$ cat src/rtl/wfi_sleep_ctrl_pkg.sv
// Shared types and configuration for the WFI sleep sequencer.
package wfi_sleep_ctrl_pkg;

  typedef enum logic [2:0] {
    Idle,
    Drain,
    Sleep,
    Gated,
    Wake
  } wfistate_t;

  localparam logic [1:0] PRIV_M = 2'b11;

  typedef struct packed {
    int unsigned WFI_TIMEOUT_BITS;
    int unsigned WFI_GATE_DELAY;
  } cvw_t;

  localparam cvw_t WFI_DEFAULT_CFG = '{WFI_TIMEOUT_BITS: 16, WFI_GATE_DELAY: 4};

endpackage

$ cat src/rtl/wfi_sleep_ctrl_if.sv
// Pipeline-side signal bundle for the WFI sleep sequencer.
interface wfi_sleep_ctrl_if #(
  parameter int unsigned TIMEOUT_BITS = 16
) ();

  logic                    wfiM;
  logic                    InstrValidM;
  logic                    TrapM;
  logic                    IntPendingM;
  logic                    CommittedM;
  logic                    STATUS_TW;
  logic [1:0]              PrivilegeModeW;
  logic                    WFIStallM;
  logic                    WFITimeoutM;
  logic                    SleepReq;
  logic [TIMEOUT_BITS-1:0] SleepCount;

  // Pipeline / privileged-unit side
  modport master (
    output wfiM, InstrValidM, TrapM, IntPendingM, CommittedM, STATUS_TW, PrivilegeModeW,
    input  WFIStallM, WFITimeoutM, SleepReq, SleepCount
  );

  // Sequencer side
  modport slave (
    input  wfiM, InstrValidM, TrapM, IntPendingM, CommittedM, STATUS_TW, PrivilegeModeW,
    output WFIStallM, WFITimeoutM, SleepReq, SleepCount
  );

endinterface

$ cat src/rtl/wfi_sleep_ctrl_timer.sv
// Saturating sleep-cycle counter with clear priority over enable.
module wfi_timer #(
  parameter int unsigned Width     = 16,
  parameter int unsigned GateDelay = 4
) (
  input  logic             clk,
  input  logic             reset_n,
  input  logic             clear_i,
  input  logic             enable_i,
  output logic [Width-1:0] count_o,
  output logic             at_limit_o,
  output logic             at_gate_o
);

  localparam logic [Width-1:0] GateCount = Width'(GateDelay - 1);

  logic [Width-1:0] count_q, count_d;

  assign at_limit_o = &count_q;
  assign at_gate_o  = (count_q == GateCount);
  assign count_o    = count_q;

  // Next count: clear wins, otherwise count up and stick at all-ones
  always_comb begin
    count_d = count_q;
    if (clear_i) begin
      count_d = '0;
    end else if (enable_i && !at_limit_o) begin
      count_d = count_q + 1'b1;
    end
  end

  // Counter register
  always_ff @(posedge clk or negedge reset_n) begin
    if (!reset_n) begin
      count_q <= '0;
    end else begin
      count_q <= count_d;
    end
  end

endmodule

$ cat src/rtl/wfi_sleep_ctrl.sv
// WFI sequencer: stall, drain committed traffic, sleep, gate clock or time out, wake.
module wfi_sleep_ctrl
  import wfi_sleep_ctrl_pkg::*;
#(
  parameter int unsigned TIMEOUT_BITS = WFI_DEFAULT_CFG.WFI_TIMEOUT_BITS,
  parameter int unsigned GATE_DELAY   = WFI_DEFAULT_CFG.WFI_GATE_DELAY
) (
  input logic             clk,
  input logic             reset_n,
  wfi_sleep_ctrl_if.slave bus
);

  wfistate_t state_q, state_d;

  logic                    tw_active;
  logic                    start;
  logic                    in_sleep;
  logic                    timeout_hit;
  logic                    sleep_req_q;
  logic                    timer_clear;
  logic                    timer_enable;
  logic [TIMEOUT_BITS-1:0] count;
  logic                    at_limit;
  logic                    at_gate;

  assign tw_active    = bus.STATUS_TW & (bus.PrivilegeModeW != PRIV_M);
  // Gated by reset so the same-cycle stall cannot leak out while held in reset
  assign start        = bus.wfiM & bus.InstrValidM & ~bus.TrapM & reset_n;
  assign in_sleep     = (state_q == Sleep) | (state_q == Gated);
  // Trap and interrupt both outrank the timeout
  assign timeout_hit  = in_sleep & tw_active & at_limit & ~bus.IntPendingM & ~bus.TrapM;
  assign timer_enable = in_sleep;

  wfi_timer #(
    .Width     (TIMEOUT_BITS),
    .GateDelay (GATE_DELAY)
  ) u_timer (
    .clk        (clk),
    .reset_n    (reset_n),
    .clear_i    (timer_clear),
    .enable_i   (timer_enable),
    .count_o    (count),
    .at_limit_o (at_limit),
    .at_gate_o  (at_gate)
  );

  // State register
  always_ff @(posedge clk or negedge reset_n) begin
    if (!reset_n) begin
      state_q <= Idle;
    end else begin
      state_q <= state_d;
    end
  end

  // Next-state and counter-clear decode
  always_comb begin
    state_d     = state_q;
    timer_clear = 1'b0;
    unique case (state_q)
      Idle: begin
        if (start && !bus.IntPendingM) state_d = Drain;
      end
      Drain: begin
        if (bus.TrapM) begin
          state_d     = Idle;
          timer_clear = 1'b1;
        end else if (bus.IntPendingM) begin
          state_d = Wake;
        end else if (!bus.CommittedM) begin
          state_d     = Sleep;
          timer_clear = 1'b1;
        end
      end
      Sleep, Gated: begin
        if (bus.TrapM) begin
          state_d     = Idle;
          timer_clear = 1'b1;
        end else if (bus.IntPendingM) begin
          state_d = Wake;
        end else if (timeout_hit) begin
          state_d = Idle;
        end else if ((state_q == Sleep) && at_gate) begin
          state_d = Gated;
        end
      end
      Wake: begin
        state_d     = Idle;
        timer_clear = bus.TrapM;
      end
      default: state_d = Idle;
    endcase
  end

  // Stall and timeout outputs
  always_comb begin
    bus.WFIStallM   = 1'b0;
    bus.WFITimeoutM = 1'b0;
    unique case (state_q)
      Idle:         bus.WFIStallM = start & ~bus.IntPendingM;
      Drain, Wake:  bus.WFIStallM = 1'b1;
      Sleep, Gated: begin
        bus.WFIStallM   = ~timeout_hit;
        bus.WFITimeoutM = timeout_hit;
      end
      default: ;
    endcase
  end

  // Clock-gate request is registered so it is glitch-free toward the SoC
  always_ff @(posedge clk or negedge reset_n) begin
    if (!reset_n) begin
      sleep_req_q <= 1'b0;
    end else begin
      sleep_req_q <= (state_d == Gated);
    end
  end

  assign bus.SleepReq   = sleep_req_q;
  assign bus.SleepCount = count;

endmodule

$ cat src/flat_wrapper.sv
// flat-port wrapper written by rule: the top's interface ports become plain ports
module wfi_sleep_ctrl_flat import wfi_sleep_ctrl_pkg::*;
#(
  parameter int unsigned TIMEOUT_BITS = WFI_DEFAULT_CFG.WFI_TIMEOUT_BITS,
  parameter int unsigned GATE_DELAY   = WFI_DEFAULT_CFG.WFI_GATE_DELAY
)
  (clk, reset_n, bus_wfiM, bus_InstrValidM, bus_TrapM, bus_IntPendingM, bus_CommittedM, bus_STATUS_TW, bus_PrivilegeModeW, bus_WFIStallM, bus_WFITimeoutM, bus_SleepReq, bus_SleepCount);
  wfi_sleep_ctrl_if #(.TIMEOUT_BITS(TIMEOUT_BITS)) bus_i ();
  input logic clk;
  input logic reset_n;
  input wire logic [$bits(bus_i.wfiM)-1:0] bus_wfiM;
  input wire logic [$bits(bus_i.InstrValidM)-1:0] bus_InstrValidM;
  input wire logic [$bits(bus_i.TrapM)-1:0] bus_TrapM;
  input wire logic [$bits(bus_i.IntPendingM)-1:0] bus_IntPendingM;
  input wire logic [$bits(bus_i.CommittedM)-1:0] bus_CommittedM;
  input wire logic [$bits(bus_i.STATUS_TW)-1:0] bus_STATUS_TW;
  input wire logic [$bits(bus_i.PrivilegeModeW)-1:0] bus_PrivilegeModeW;
  output wire logic [$bits(bus_i.WFIStallM)-1:0] bus_WFIStallM;
  output wire logic [$bits(bus_i.WFITimeoutM)-1:0] bus_WFITimeoutM;
  output wire logic [$bits(bus_i.SleepReq)-1:0] bus_SleepReq;
  output wire logic [$bits(bus_i.SleepCount)-1:0] bus_SleepCount;
  assign bus_i.wfiM = bus_wfiM;
  assign bus_i.InstrValidM = bus_InstrValidM;
  assign bus_i.TrapM = bus_TrapM;
  assign bus_i.IntPendingM = bus_IntPendingM;
  assign bus_i.CommittedM = bus_CommittedM;
  assign bus_i.STATUS_TW = bus_STATUS_TW;
  assign bus_i.PrivilegeModeW = bus_PrivilegeModeW;
  assign bus_WFIStallM = bus_i.WFIStallM;
  assign bus_WFITimeoutM = bus_i.WFITimeoutM;
  assign bus_SleepReq = bus_i.SleepReq;
  assign bus_SleepCount = bus_i.SleepCount;
  wfi_sleep_ctrl #(.TIMEOUT_BITS(TIMEOUT_BITS), .GATE_DELAY(GATE_DELAY)) u_core (.clk(clk), .reset_n(reset_n), .bus(bus_i));
endmodule
$ cat config.mk
export PLATFORM = sky130hd
export DESIGN_NAME = wfi_sleep_ctrl_flat
export DESIGN_NICKNAME = d
export VERILOG_FILES = /design/src/rtl/wfi_sleep_ctrl_pkg.sv /design/src/rtl/wfi_sleep_ctrl_if.sv /design/src/rtl/wfi_sleep_ctrl_timer.sv /design/src/rtl/wfi_sleep_ctrl.sv /design/src/flat_wrapper.sv
export SDC_FILE = /design/constraint.sdc
export NUM_CORES = 1
export LEC_CHECK = 0
export CORE_UTILIZATION = 45
export DETAILED_ROUTE_END_ITERATION = 10
export HOLD_SLACK_MARGIN = 0.05
export PLACE_DENSITY_LB_ADDON = 0.1
export SYNTH_ARGS = -nofsm -noshare
export SYNTH_HDL_FRONTEND = slang
export SYNTH_SLANG_ARGS = --single-unit
$ cat constraint.sdc
create_clock -name clk -period 4.6 [get_ports clk]
set_clock_uncertainty 0.15 [all_clocks]
set_input_delay 0.92 -clock clk [delete_from_list [all_inputs] [get_ports clk]]
set_output_delay 0.92 -clock clk [all_outputs]
set_load 0.005 [all_outputs]
==> flow_summary.ini, run 1 <==
[run_status]
run_status = finished, final reports clean

[yosys]
syn_avg_cell_area_um2 = 8.91
synth_seq_cells = 20
synthFlopType = dfrtp_1
synthesis.nets = 153
syn_area_um2 = 1260
ys.warnings.count = 0
postSynth.asyncResetShare = 1.00
syn-instance-count = 142
synth-edff-count = 0
synth_cell_types = 40
seq_area_frac_synth = 0.396

[global_route]
overflow = 0
gr-usage-all-layers = 0.234
grt_pass1_wl_mm = 4.96
grt_max_degree = 21
grt_pass1_vias = 1090
antenna_found_initial = 0

[critical_path]
cp.arrival_ns = 2.69
cp_max_fo = 6
critPathBufInv = 2
worstPathRequired_ns = 3.53
crit_path_top_delay_cell = clkdlybuf4s50_1
path_cells = clkdlybuf4s50_1 -> a211oi_1 -> nand2_1 -> nor4_1 -> clkdlybuf4s50_1
critical_path_class = input pin to output port
worst_setup_path_end_kind = output port
critPathLaunchType = input pin
cp_common_cell = clkdlybuf4s50_1
path_delay_family = buffers and inverters
reg2reg_slack_ns = 2.25
cp_slowest_stage_delay_ns = 0.55

[power_and_ir_drop]
ir_drop_mv = 0.238
cellLeakagePower_uw = 0.000560
cellPowerDensity_nw_per_um2 = 253

[placement]
hpwl_mm = 2.31
place_ws_ns = 0.833
gp_congestion = 0.828
io_buffer_count = 28

[detailed_routing]
detail_route.wl_per_cell_um = 15.9
ant_nets = 0
drc = 0
dr.pass1.iters = 4
vias = 1267
drt_iter0_markers = 39
finalWirelength_mm = 3.13
viasPerCell = 6.43

[timing]
slew_headroom = 0.455
tns_ns = 0
period_minus_slack_ns = 3.76
setup_violations = 0
finalMaxSlewViolations = 0
worst_pin_slew_ns = 0.810
fin_ws_ns = 0.842
fmax_mhz = 266
rsz0062_at_grt = no
period_share = 0.817
hold_viol = 0

[clock_tree]
htree_levels = 1
holdBufCountCts = 0
root_buffer = clkbuf_4
clock_latency_ns = 0.30
clock-sinks = 20
clock_path_buffers = 2
ctsResizeCount = 0
cts_tree = done
cts.clk_slew.worst_paths_ns = 0.11
cts_buffers = 3
cts_setup_buffers = 0

[floorplanning]
ioPinCount = 29
rows = 18
die-area_um2 = 3030
fp.coreArea_um2 = 2570
die_width_um = 55.0
die_y_um = 55.0
start_util = 0.493

[flow_run]
drv_cap = 0

[finish]
layout.nets = 180
antenna_cells = 0
area_growth_pct = 24.7
layout-drive-gt1-share = 0.0719

[hold_path]
hp-class = register to register
-- tightest hold or removal path, cell delays in order (launching register included) --
cell and delay, ns:
dfrtp_1 0.43, o21ai_0 0.09, a21oi_1 0.07
-- area by class of cell --
| class | count | area (um^2) |
|---|---|---|
| clock buffer | 3 | 22.5 |
| inverter | 3 | 11.3 |
| multi-input combinational | 111 | 713 |
| sequential | 20 | 500 |
| fill | 242 | 990 |
| tap | 30 | 37.5 |
| timing repair buffer | 30 | 293 |
-- stage by stage --
stage	power, uW	util	hold slack, ns	cells	area [um^2]
after floorplan	257	-	0.425	142	1260
after global placement	317	0.604	0.442	193	1550
after detailed placement	320	0.604	0.454	193	1550
after CTS	403	0.613	0.471	196	1570
after global routing	423	0.615	0.511	197	1580
final	399	0.615	0.473	197	1580
-- power breakdown --
group	internal, uW	switching [uW]
clock network	30.5	52.2
logic	56.4	33.4
registers	194	32.2
total	281	118
-- cell usage in the layout, fill, tap and decap left out, drive strengths merged --
master and n:
nor4 6, clkdlybuf4s50 28, nand2b 1, nand3b 5, or2 2, or3 3, a21o 1, a21boi 1
a221oi 1, nor4b 1, nor2b 1, ha 1, o21bai 1, nor3 8, a31oi 2, o22ai 1
a21oi 12, or4 12, dfrtp 20, inv 3, or3b 2, o21ai 7, mux2i 2, o31ai 8
or4b 1, o211ai 1, and3 2, a22oi 1, and4 1, nand2 8, nor2 3, clkbuf 4
nand3 9, nand4 6, a211oi 1, buf 1
-- logic make-up (layout without fill, tap and decap cells) --
| group | Yosys count | count (layout) | share of synthesized area |
|---|---|---|---|
| and+or+nand+nor | 71 | 71 | 0.355 |
| AOI/OAI and AO/OA | 37 | 37 | 0.183 |
| DFF | 20 | 20 | 0.396 |
| buffers and inverters | 11 | 36 | 0.0406 |
| muxes | 2 | 2 | 0.0158 |
| adders and majority gates | 1 | 1 | 0.00989 |
-- metal layers --
metal / up-vias / track usage / part of all wire
li1: 613 / - / -
met4: 0 / 0.0792 / 0.023
met3: 9 / 0.0301 / 0.052
met5: - / 0 / 0
met1: 603 / 0.324 / 0.46
met2: 42 / 0.373 / 0.47
-- worst paths after layout --
check,cells past startpoint,startpoint,end
setup / recovery,5,bus_TrapM,bus_WFITimeoutM
hold / removal,2,u_core.u_timer.count_o[1]$_DFFE_PN0P_,u_core.u_timer.count_o[1]$_DFFE_PN0P_
setup reg to reg,5,u_core.u_timer.count_o[12]$_DFFE_PN0P_,u_core.u_timer.count_o[1]$_DFFE_PN0P_
hold reg to reg,2,u_core.u_timer.count_o[1]$_DFFE_PN0P_,u_core.u_timer.count_o[1]$_DFFE_PN0P_
max in group asynchronous,2,reset_n,u_core.u_timer.count_o[11]$_DFFE_PN0P_
min in group asynchronous,2,reset_n,u_core.u_timer.count_o[1]$_DFFE_PN0P_
-- registers in the layout, summed over array words and instances (netlist names) --
| name | cells |
|---|---|
| u_core.bus.SleepReq | 1 |
| u_core.state_q | 3 |
| u_core.u_timer.count_o | 16 |
-- cells in the mapped netlist, drive strengths merged, types with 2 or more instances --
library cell	n	area, um^2
or2	2	12.5
clkbuf	2	7.51
nor4	6	37.5
nand4	6	43.8
nand3	9	45.0
or4	12	97.6
or3b	2	17.5
o31ai	8	60.1
nor2	3	11.3
nand2	8	30.0
inv	3	11.3
and3	2	12.5
a21oi	12	60.1
or3	3	18.8
nor3	8	45.0
o21ai	7	38.8
a31oi	2	12.5
dfrtp	20	500
mux2i	2	20.0
buf	6	32.5
nand3b	5	37.5
(Power assumes the default switching activity.)
==> inputs of run 2 (changes only) <==
- CORE_UTILIZATION: 45 -> 44
- clock period: 4.6 -> 3.08 ns (I/O delays scaled with it)
==> flow_summary.ini, run 2 (synthesized netlist as in run 1, its figures left out) <==
[run_status]
run_status = finished, final reports clean

[power_and_ir_drop]
ir_drop_mv = 0.348
cellLeakagePower_uw = 0.000641
power.total_uw = 710
switching_share = 0.270
p_clk_frac = 0.307
internal-power_uw = 518
sequentialPowerShare = 0.471
cellPowerDensity_nw_per_um2 = 415
combPwrFrac = 0.222
power.switching_uw = 192

[global_route]
gr-usage-all-layers = 0.240
grt_max_degree = 21
antenna_found_initial = 0
grt_pass1_wl_mm = 6.02
overflow = 0
grt_pass1_vias = 1298

[floorplanning]
fp.coreArea_um2 = 2730
die_y_um = 55.6
rows = 19
start_util = 0.463
die_width_um = 55.6
die-area_um2 = 3090
ioPinCount = 29

[critical_path]
cp_slowest_stage_delay_ns = 0.54
r2r-end = u_core.u_timer.count_o[9]$_DFFE_PN0P_
critPathLaunchType = input pin
reg2reg_depth = 5
worstPathRequired_ns = 2.31
critical_path_class = input pin to output port
r2r_start = u_core.state_q[1]$_DFF_PN0_
cp_max_fo = 2
path_delay_family = buffers and inverters
worst_setup_path_end_kind = output port
path_cells = clkdlybuf4s50_1 -> a211oi_2 -> nand2_1 -> nor4_2 -> clkdlybuf4s50_1
cp_common_cell = clkdlybuf4s50_1
critPathBufInv = 2
reg2reg_slack_ns = 0.95
crit_path_top_delay_cell = clkdlybuf4s50_1
cp.arrival_ns = 2.28

[timing]
finalMaxSlewViolations = 0
fmax_mhz = 328
rsz0062_at_grt = yes
tns_ns = 0
fin_ws_ns = 0.0346
period_share = 0.989
hold_viol = 0
slew_headroom = 0.669
worst_pin_slew_ns = 0.492
setup_violations = 0
period_minus_slack_ns = 3.05

[detailed_routing]
detail_route.wl_per_cell_um = 16.0
dr.pass1.iters = 4
ant_nets = 0
drc = 0
drt_iter0_markers = 54
finalWirelength_mm = 3.36
vias = 1315
viasPerCell = 6.26

[clock_tree]
cts_buffers = 3
clock-sinks = 20
root_buffer = clkbuf_4
cts_tree = done
clock_path_buffers = 2
clock_latency_ns = 0.30
htree_levels = 1
cts.clk_slew.worst_paths_ns = 0.13

[finish]
design_area_um2 = 1710
layout_common_cells = clkdlybuf4s50_1 (27), dfrtp_1 (19), buf_4 (13), a21oi_1 (12), or4_1 (10)
antenna_cells = 0
final_common_cell = clkdlybuf4s50_1
num-fill-cells = 248
layout.nets = 191
final_core_util = 0.626
layout-drive-gt1-share = 0.156
largest_reg_flops = 16
area_growth_pct = 35.3

[hold_path]
hp-class = register to register
whs_path_depth = 2
holdCritStartpoint = u_core.u_timer.count_o[7]$_DFFE_PN0P_
holdPathEnd = u_core.u_timer.count_o[7]$_DFFE_PN0P_

[placement]
place_ws_ns = -0.0832
io_buffer_count = 28
hpwl_mm = 2.42
placed_area_um2 = 1620
gp_congestion = 0.784

[flow_run]
drv_cap = 0
-- run 2: cell count changes in the layout (fill, tap and decap cells not counted), sizes merged --
| cell | before | now |
|---|---|---|
| dlymetal6s2s | 0 | 1 |
| bufinv | 0 | 1 |
| clkbuf | 4 | 3 |
| clkdlybuf4s50 | 28 | 27 |
| buf | 1 | 13 |
-- run 2: area by class of cell --
cell class | instances | area, um^2 | share of cell area
sequential | 20 | 502 | 0.293
clock inverter | 1 | 30.0 | 0.0175
timing repair buffer | 41 | 380 | 0.222
tap | 31 | 38.8 | 0.0227
inverter | 3 | 11.3 | 0.00658
clock buffer | 3 | 22.5 | 0.0132
multi-input combinational | 111 | 727 | 0.425
-- run 2: through the flow --
stage / hold slack, ns / std cells
after floorplan: 0.170 / 142
after global placement: 0.442 / 203
after CTS: 0.478 / 209
after global routing: 0.501 / 210
after detailed placement: 0.457 / 203
final: 0.477 / 210
-- run 2: repair_timing --
item,in CTS,in global routing
resized for setup,1,4
endpoints found under the setup margin,2,2
cloned,0,0
hold buffers,0,0
buffers inserted,2,1
hold endpoints to repair,0,0
pin swaps,0,2
-- run 2: worst max path at each step --
| stage | start | endpoint | slack [ns] | depth (start not counted) |
|---|---|---|---|---|
| 2_1_floorplan | u_core.u_timer.count_o[0]$_DFFE_PN0P_ | bus_WFIStallM | 0.81 | 5 |
| 3_3_place_gp | bus_IntPendingM | bus_WFITimeoutM | -0.002 | 5 |
| 3_5_place_dp | bus_PrivilegeModeW[0] | bus_WFITimeoutM | -0.08 | 5 |
| 4_1_cts | bus_PrivilegeModeW[0] | bus_WFITimeoutM | 0.006 | 5 |
| 5_1_grt | bus_IntPendingM | bus_WFITimeoutM | -0.12 | 5 |
| 6_report | bus_PrivilegeModeW[0] | bus_WFITimeoutM | 0.03 | 5 |
-- run 2: power by group through the flow --
stage / clock, uW / sequential (uW) / combinational [uW]
detailed placement: 0 / 342 / 143
CTS: 222 / 333 / 159
global route: 235 / 341 / 176
finish: 218 / 334 / 158
floorplan: 0 / 334 / 49.7
global placement: 0 / 340 / 141
-- run 2: layer usage --
| metal | vias to the layer above | global-route usage | wire, um |
|---|---|---|---|
| met1 | 633 | 0.327 | 1570 |
| met3 | 2 | 0.0465 | 193 |
| met2 | 45 | 0.403 | 1580 |
| li1 | 635 | - | - |
| met5 | - | 0 | 0 |
| met4 | 0 | 0.0429 | 17 |
-- run 2: worst min-delay path: cells and delay by family (launching register included) --
kind / cells / cell delay [ns]
DFF: 1 / 0.45
AOI/OAI and AO/OA: 2 / 0.15
